==> src/rtl/camera_pkg.sv <==
// Shared camera types and default frame geometry for capture, display and frame-buffer blocks.
package camera_pkg;

   typedef enum logic [2:0] {
      IDLE    = 3'd0,
      ARMED   = 3'd1,
      SYNC    = 3'd2,
      CAPTURE = 3'd3,
      DONE    = 3'd4
   } cap_state_t;

   typedef logic [15:0] rgb565_t;

   localparam int unsigned H_RES_DEF    = 640;
   localparam int unsigned V_RES_DEF    = 480;
   localparam int unsigned ADDR_W_DEF   = 19;
   localparam int unsigned DEBOUNCE_DEF = 250000;

   // States in which a capture is pending or in progress.
   function automatic logic is_busy(input cap_state_t s);
      return (s == ARMED) || (s == SYNC) || (s == CAPTURE);
   endfunction

endpackage

==> src/rtl/camera_capture_if.sv <==
// Camera byte stream in, frame-buffer write port out.
interface camera_capture_if
   import camera_pkg::*;
#(
   parameter int unsigned ADDR_W = ADDR_W_DEF
) ();

   logic              href;
   logic              vsync;
   logic [7:0]        d;
   logic              wr_en;
   logic [ADDR_W-1:0] wr_addr;
   rgb565_t           wr_data;

   // Capture block: consumes camera bytes, produces frame-buffer writes.
   modport master (
      input  href, vsync, d,
      output wr_en, wr_addr, wr_data
   );

   // Environment side: drives camera bytes, sinks frame-buffer writes.
   modport slave (
      output href, vsync, d,
      input  wr_en, wr_addr, wr_data
   );

endinterface

==> src/rtl/shutter_debounce.sv <==
// Synchronises and debounces the raw shutter switch; emits a one-cycle pulse per press.
module shutter_debounce
   import camera_pkg::*;
#(
   parameter int unsigned DEBOUNCE = DEBOUNCE_DEF
) (
   input  logic clk,
   input  logic reset_n,
   input  logic shutter_raw,
   output logic press
);

   localparam int unsigned CNT_W = (DEBOUNCE > 1) ? $clog2(DEBOUNCE + 1) : 1;

   logic             sync_q1;
   logic             sync_q2;
   logic             level_q;
   logic [CNT_W-1:0] cnt_q;

   // Two-flop synchroniser, stability counter and debounced level with rising-edge pulse.
   always_ff @(posedge clk) begin
      if (!reset_n) begin
         sync_q1 <= 1'b0;
         sync_q2 <= 1'b0;
         level_q <= 1'b0;
         cnt_q   <= '0;
         press   <= 1'b0;
      end else begin
         sync_q1 <= shutter_raw;
         sync_q2 <= sync_q1;
         press   <= 1'b0;
         if (sync_q2 == level_q) begin
            cnt_q <= '0;
         end else if (cnt_q == CNT_W'(DEBOUNCE - 1)) begin
            cnt_q   <= '0;
            level_q <= sync_q2;
            press   <= sync_q2;
         end else begin
            cnt_q <= cnt_q + CNT_W'(1);
         end
      end
   end

endmodule

==> src/rtl/camera_capture.sv <==
// Captures one camera frame per shutter press and writes RGB565 pixels to the frame buffer.
module camera_capture
   import camera_pkg::*;
#(
   parameter int unsigned H_RES    = H_RES_DEF,
   parameter int unsigned V_RES    = V_RES_DEF,
   parameter int unsigned ADDR_W   = ADDR_W_DEF,
   parameter int unsigned DEBOUNCE = DEBOUNCE_DEF
) (
   input  logic             clk,
   input  logic             reset_n,
   input  logic             shutter_raw,
   camera_capture_if.master bus,
   output logic             busy,
   output logic             frame_done,
   output logic             frame_err
);

   localparam int unsigned X_W = $clog2(H_RES + 1);
   localparam int unsigned Y_W = $clog2(V_RES + 1);

   cap_state_t        state_q, state_d;
   logic              vsync_q, href_q;
   logic              phase_q, phase_d;
   logic [7:0]        hi_q, hi_d;
   logic [X_W-1:0]    x_q, x_d;
   logic [Y_W-1:0]    y_q, y_d;
   logic [ADDR_W-1:0] addr_q, addr_d;
   logic              wr_en_q, wr_en_d;
   logic [ADDR_W-1:0] wr_addr_q, wr_addr_d;
   rgb565_t           wr_data_q, wr_data_d;
   logic              done_q, done_d;
   logic              err_q, err_d;
   logic              busy_q, busy_d;
   logic              press;
   logic              vsync_rise, vsync_fall, href_fall;

   shutter_debounce #(
      .DEBOUNCE (DEBOUNCE)
   ) u_debounce (
      .clk         (clk),
      .reset_n     (reset_n),
      .shutter_raw (shutter_raw),
      .press       (press)
   );

   assign vsync_rise = bus.vsync & ~vsync_q;
   assign vsync_fall = ~bus.vsync & vsync_q;
   assign href_fall  = ~bus.href & href_q;

   assign bus.wr_en   = wr_en_q;
   assign bus.wr_addr = wr_addr_q;
   assign bus.wr_data = wr_data_q;
   assign busy        = busy_q;
   assign frame_done  = done_q;
   assign frame_err   = err_q;

   // State, counters, pairing and registered outputs.
   always_ff @(posedge clk) begin
      if (!reset_n) begin
         state_q   <= IDLE;
         vsync_q   <= 1'b0;
         href_q    <= 1'b0;
         phase_q   <= 1'b0;
         hi_q      <= '0;
         x_q       <= '0;
         y_q       <= '0;
         addr_q    <= '0;
         wr_en_q   <= 1'b0;
         wr_addr_q <= '0;
         wr_data_q <= '0;
         done_q    <= 1'b0;
         err_q     <= 1'b0;
         busy_q    <= 1'b0;
      end else begin
         state_q   <= state_d;
         vsync_q   <= bus.vsync;
         href_q    <= bus.href;
         phase_q   <= phase_d;
         hi_q      <= hi_d;
         x_q       <= x_d;
         y_q       <= y_d;
         addr_q    <= addr_d;
         wr_en_q   <= wr_en_d;
         wr_addr_q <= wr_addr_d;
         wr_data_q <= wr_data_d;
         done_q    <= done_d;
         err_q     <= err_d;
         busy_q    <= busy_d;
      end
   end

   // Next-state, byte pairing, line/pixel counting and frame status.
   always_comb begin
      state_d   = state_q;
      phase_d   = phase_q;
      hi_d      = hi_q;
      x_d       = x_q;
      y_d       = y_q;
      addr_d    = addr_q;
      wr_en_d   = 1'b0;
      wr_addr_d = wr_addr_q;
      wr_data_d = wr_data_q;
      done_d    = 1'b0;
      err_d     = err_q;

      unique case (state_q)
         IDLE: begin
            if (press) begin
               state_d = ARMED;
               err_d   = 1'b0;
            end
         end
         ARMED: begin
            // Only a vsync pulse guarantees the capture begins on a frame boundary.
            if (bus.vsync) begin
               state_d = SYNC;
            end
         end
         SYNC: begin
            if (vsync_fall) begin
               state_d = CAPTURE;
               x_d     = '0;
               y_d     = '0;
               addr_d  = '0;
               phase_d = 1'b0;
            end
         end
         CAPTURE: begin
            if (bus.href) begin
               if (!phase_q) begin
                  hi_d    = bus.d;
                  phase_d = 1'b1;
               end else begin
                  phase_d = 1'b0;
                  if ((x_q < X_W'(H_RES)) && (y_q < Y_W'(V_RES))) begin
                     wr_en_d   = 1'b1;
                     wr_addr_d = addr_q;
                     wr_data_d = {hi_q, bus.d};
                     addr_d    = addr_q + ADDR_W'(1);
                  end
                  if (x_q < X_W'(H_RES)) begin
                     x_d = x_q + X_W'(1);
                  end
               end
            end else if (href_fall) begin
               // Line end: an odd trailing byte is dropped by clearing the phase.
               phase_d = 1'b0;
               x_d     = '0;
               if (x_q < X_W'(H_RES)) begin
                  err_d = 1'b1;
               end
               if (y_q < Y_W'(V_RES)) begin
                  y_d = y_q + Y_W'(1);
               end
            end
            // Uses y_d so a line ending on this same cycle is counted first.
            if (vsync_rise) begin
               state_d = DONE;
               done_d  = 1'b1;
               if (y_d != Y_W'(V_RES)) begin
                  err_d = 1'b1;
               end
            end
         end
         DONE: begin
            state_d = IDLE;
         end
         default: begin
            state_d = IDLE;
         end
      endcase

      busy_d = is_busy(state_d);
   end

endmodule
==> src/flat_wrapper.sv <==
// flat-port wrapper written by rule: the top's interface ports become plain ports
module camera_capture_flat import camera_pkg::*;
#(
   parameter int unsigned H_RES    = H_RES_DEF,
   parameter int unsigned V_RES    = V_RES_DEF,
   parameter int unsigned ADDR_W   = ADDR_W_DEF,
   parameter int unsigned DEBOUNCE = DEBOUNCE_DEF
)
  (clk, reset_n, shutter_raw, busy, frame_done, frame_err, bus_href, bus_vsync, bus_d, bus_wr_en, bus_wr_addr, bus_wr_data);
  camera_capture_if #(.ADDR_W(ADDR_W)) bus_i ();
  input  logic clk;
  input  logic reset_n;
  input  logic shutter_raw;
  output logic busy;
  output logic frame_done;
  output logic frame_err;
  input wire logic [$bits(bus_i.href)-1:0] bus_href;
  input wire logic [$bits(bus_i.vsync)-1:0] bus_vsync;
  input wire logic [$bits(bus_i.d)-1:0] bus_d;
  output wire logic [$bits(bus_i.wr_en)-1:0] bus_wr_en;
  output wire logic [$bits(bus_i.wr_addr)-1:0] bus_wr_addr;
  output wire logic [$bits(bus_i.wr_data)-1:0] bus_wr_data;
  assign bus_i.href = bus_href;
  assign bus_i.vsync = bus_vsync;
  assign bus_i.d = bus_d;
  assign bus_wr_en = bus_i.wr_en;
  assign bus_wr_addr = bus_i.wr_addr;
  assign bus_wr_data = bus_i.wr_data;
  camera_capture #(.H_RES(H_RES), .V_RES(V_RES), .ADDR_W(ADDR_W), .DEBOUNCE(DEBOUNCE)) u_core (.clk(clk), .reset_n(reset_n), .shutter_raw(shutter_raw), .bus(bus_i), .busy(busy), .frame_done(frame_done), .frame_err(frame_err));
endmodule
==> config.mk <==
export PLATFORM = sky130hd
export DESIGN_NAME = camera_capture_flat
export DESIGN_NICKNAME = d
export VERILOG_FILES = /design/src/rtl/camera_pkg.sv /design/src/rtl/camera_capture_if.sv /design/src/rtl/shutter_debounce.sv /design/src/rtl/camera_capture.sv /design/src/flat_wrapper.sv
export SDC_FILE = /design/constraint.sdc
export NUM_CORES = 1
export LEC_CHECK = 0
export BUFFER_PORTS_ARGS = -buffer_cell sky130_fd_sc_hd__buf_2
export CAP_MARGIN = 20
export CORE_UTILIZATION = 40
export DETAILED_ROUTE_END_ITERATION = 8
export PLACE_DENSITY = 0.68
export SLEW_MARGIN = 20
export SYNTH_ARGS = -nofsm -noshare
export SYNTH_HDL_FRONTEND = slang
export SYNTH_SLANG_ARGS = --single-unit
==> constraint.sdc <==
create_clock -name clk -period 5.2 [get_ports clk]
set_clock_uncertainty 0.05 [all_clocks]
set_input_delay 0.26 -clock clk [delete_from_list [all_inputs] [get_ports clk]]
set_output_delay 0.26 -clock clk [all_outputs]
set_load 0.005 [all_outputs]
==> metrics.md <==
| Metric | Value |
|---|---|
| Syn Area/Cell | 8.68 um2 |
| Vias in the first global route | roughly 4000 |
| CP Cell Sequence | and4b_1 -> and4_1 -> buf_4 -> o21ai_0 -> or3_1 -> a21oi_1 |
| CP arrival | just over 3 ns |
| GRT overflow | 0 |
| Total power | around 2.1 mW |
| Post-synth EDFFs | 0 |
| Synthesis-to-layout area growth | 19.1% |
| Drt first pass iters | 5 |
| Overall routed net length | around 11000 um |
| Hold_buf cts | 0 |
| Total track usage | 0.176 |
| Worst path slowest cell | and4_1 |
| RSZ-0062 raised after global routing | no |
| Synth Net Count | around 600 |
| R2r setup slk | 2.45 ns |
| Asr flop ratio synth | 0 |
| HPWL Detailed | between 6000 and 7000 um |
| Core ar. | 12000 um2 |
| CTS tree | yes |
| Leak | 2.06 nW |
| HP Class | in -> reg |
| Placed cells | roughly 740 |
| Post-synth cell types | 54 |
| Sw Pwr | roughly 0.41 mW |
| Mux share of post-synthesis cell area | 0.0224 |
| Crit. Startpoint | u_core.state_q[0] |
| Rows | 40 |
| CP Depth | 6 |
| H-tree depth | 4 |
| Initial Util | 0.409 |
| Top post-synthesis cells by area | dfxtp_1 46%, nand2_1 7.6%, a21boi_0 6.0%, xnor2_1 4.8%, nor2_1 4.0% |
| Post-synthesis adder-cell area fraction | 0.0102 |
| Die ar. | 12700 um2 |
| Actual slew at the worst max-slew pin | around 1.1 ns |
| Clock Tree Root | clkbuf_16 |
| Largest family of logic cells by synthesized area | simple AND/OR/NAND/NOR gates |
| Worst setup path end | u_core.addr_q[18] |
| Peak supply drop | ~230 uV |
| Flops & latches, synth | 113 |
| Fin crit share | 0.528 |
| Clock buffer depth | 2 |
| CP max FO | 25 |
| Mapped Area | slightly below 5000 um2 |
| Crit start category | register |
| Worst-path clk slew | approximately 0.050 ns |
| Post-synthesis compound-gate area fraction | 0.138 |
| Final setup viols | 0 |
| Sw Share | 0.199 |
| Clock network power share | 0.565 |
| Layout cells sized above 1 | 0.149 |
| Fin cells | just under 800 |
| Post-Synth Simple-Gate Area | 0.267 |
| Register Area | roughly 2300 um2 |
| Antenna cells | 0 |
| Worst-Skew Late Latency | 0.41 ns |
| Crit-path max cell delay | between 0.7 and 0.8 ns |
| Fillers | 1151 |
| Synth area leader | dfxtp_1 |
| Routed WL per cell | around 14 um |
| Synth Flop Type | dfxtp_1 |
| Int Pwr | approximately 1.7 mW |
| TritonCTS sink count | approximately 110 |
| CTS resizes | 0 |
| Most numerous cell in the Yosys netlist | dfxtp_1 |
| Port Buffers | 51 |
| Yosys warning count | 0 |
| CP endpoint kind | register |
| Area used by multi-input combinational logic | around 2500 um2 |
| Terminus of the critical flop-to-flop path | u_core.addr_q[18] |
| WP buf/inv | 1 |
| Placer Congestion | roughly 0.85 |
| Status | finished, final reports clean |
| Post CTS Setup Buffer Count | 0 |
| TNS Setup | 0 ns |
| Top cells by count, synth | 113 x dfxtp_1, 99 x nand2_1, 53 x nor2_1 |
| Final Max Slew Viols | 0 |
| Initial antenna violation count | 0 |
| Worst reg-to-reg path cell count | 6 |
| Global-route wire length before repair | approximately 18000 um |
| Top cell type's share of synthesized area | 0.461 |
| Die width | 113 um |
| Max-Cap Viols | 0 |
| Via-per-instance ratio | approximately 5.3 |
| Worst path required time | around 5.5 ns |
| Final hold violation count | 0 |
| Syn Inst Count | between 500 and 600 |
| Min Tclk post-route | 2.75 ns |
| Relative slew margins | 0.277 |
| Largest net degree at the start of global routing | approximately 70 |
| Die height | 113 um |
| Vias after detailed routing | 4102 |
| Reg-to-reg startpoint | u_core.state_q[0] |
| Crit path max-delay family | simple AND/OR/NAND/NOR gates |
| DRC | 0 |
| Pwr Density | around 350 nW/um2 |
| Post-synthesis sequential area ratio | 0.461 |
| Total clock buffers created by CTS | 17 |
| Max Clock Freq | 364 MHz |
| Seq pwr share | 0.422 |
| Iteration-0 DRC count of the detailed router | 259 |
| Post-detailed-route count of antenna-violating nets | 0 |
| Synth Area in XOR/XNOR | 0.0695 |
| # nets final | 627 |
| Setup CP Type | reg -> reg |
| Logic gate share of total power | 0.013 |
| IO Count | 52 |
-- flip-flops by register name, summed over array words and instances (netlist names) --
signal and flops:
u_core.frame_err 1, u_core.phase_q 1, u_core.addr_q 19, u_core.bus.wr_en 1
u_core.busy 1, u_core.u_debounce.sync_q1 1, u_core.u_debounce.press 1, u_core.href_q 1
u_core.u_debounce.level_q 1, u_core.u_debounce.cnt_q 18, u_core.hi_q 8, u_core.y_q 9
u_core.vsync_q 1, u_core.bus.wr_addr 19, u_core.bus.wr_data 16, u_core.frame_done 1
u_core.state_q 3, u_core.x_q 10, u_core.u_debounce.sync_q2 1
-- cell type report --
| class | count | area share |
|---|---|---|
| Tap cell | 147 | 0.0314 |
| Clock buffer | 21 | 0.0787 |
| Inverter | 11 | 0.00706 |
| Timing Repair Buffer | 53 | 0.0462 |
| Multi-Input combinational cell | 414 | 0.427 |
| Clock inverter | 11 | 0.0233 |
| Sequential cell | 113 | 0.387 |
-- per-stage QoR --
step	setup WS, ns	hold WS [ns]	area [um2]	utilization
final	2.45	0.0218	5850	0.487
after detailed placement	2.51	0.382	5250	0.437
after CTS	2.46	0.0106	5850	0.487
after global routing	2.23	0.0203	5850	0.487
after global placement	2.64	0.383	5250	0.437
after floorplan	3.11	0.332	4910	-
-- layout by cell type (no fill, tap or decap), drive strengths merged, types with 12 or more instances in the layout --
master / n
nand4: 15
dfxtp: 113
a21boi: 39
nand3: 17
xnor2: 27
buf: 53
nor2b: 16
nand2: 99
nor2: 54
o21ai: 14
xor2: 12
clkbuf: 21
nor3: 14
-- layer usage --
layer / global-route usage / part of all wire / vias to the layer above
li1: - / - / 2045
met1: 0.213 / 0.47 / 1952
met2: 0.298 / 0.48 / 90
met3: 0.0450 / 0.040 / 15
met4: 0.0729 / 0.010 / 0
met5: 0 / 0 / -
-- power by group through the flow --
stage / Clock (mW) / Sequential (mW) / Combinational [mW]
floorplan: 0 / 0.888 / 0.0173
global placement: 0 / 0.888 / 0.0275
detailed placement: 0 / 0.888 / 0.0281
CTS: 1.18 / 0.870 / 0.0280
global route: 1.22 / 0.870 / 0.0307
finish: 1.16 / 0.870 / 0.0278
-- worst min path at each step --
stage                              startpoint                        end  slack (ns)  cells after the start
finish                            shutter_raw  u_core.u_debounce.sync_q1        0.02                      2
floorplan                            bus_href              u_core.href_q        0.33                      1
detailed placement  u_core.u_debounce.sync_q1  u_core.u_debounce.sync_q2        0.38                      1
global placement    u_core.u_debounce.sync_q1  u_core.u_debounce.sync_q2        0.38                      1
CTS                               shutter_raw  u_core.u_debounce.sync_q1        0.01                      2
global route                      shutter_raw  u_core.u_debounce.sync_q1        0.02                      2
-- logic make-up after synthesis --
| family | Yosys count |
|---|---|
| fa+ha+maj | 4 |
| compound gates | 94 |
| flops | 113 |
| simple gates | 266 |
| xor+xnor | 39 |
| buf+inv | 39 |
| mux | 11 |
Note: power is estimated with default switching activity, not from simulation.
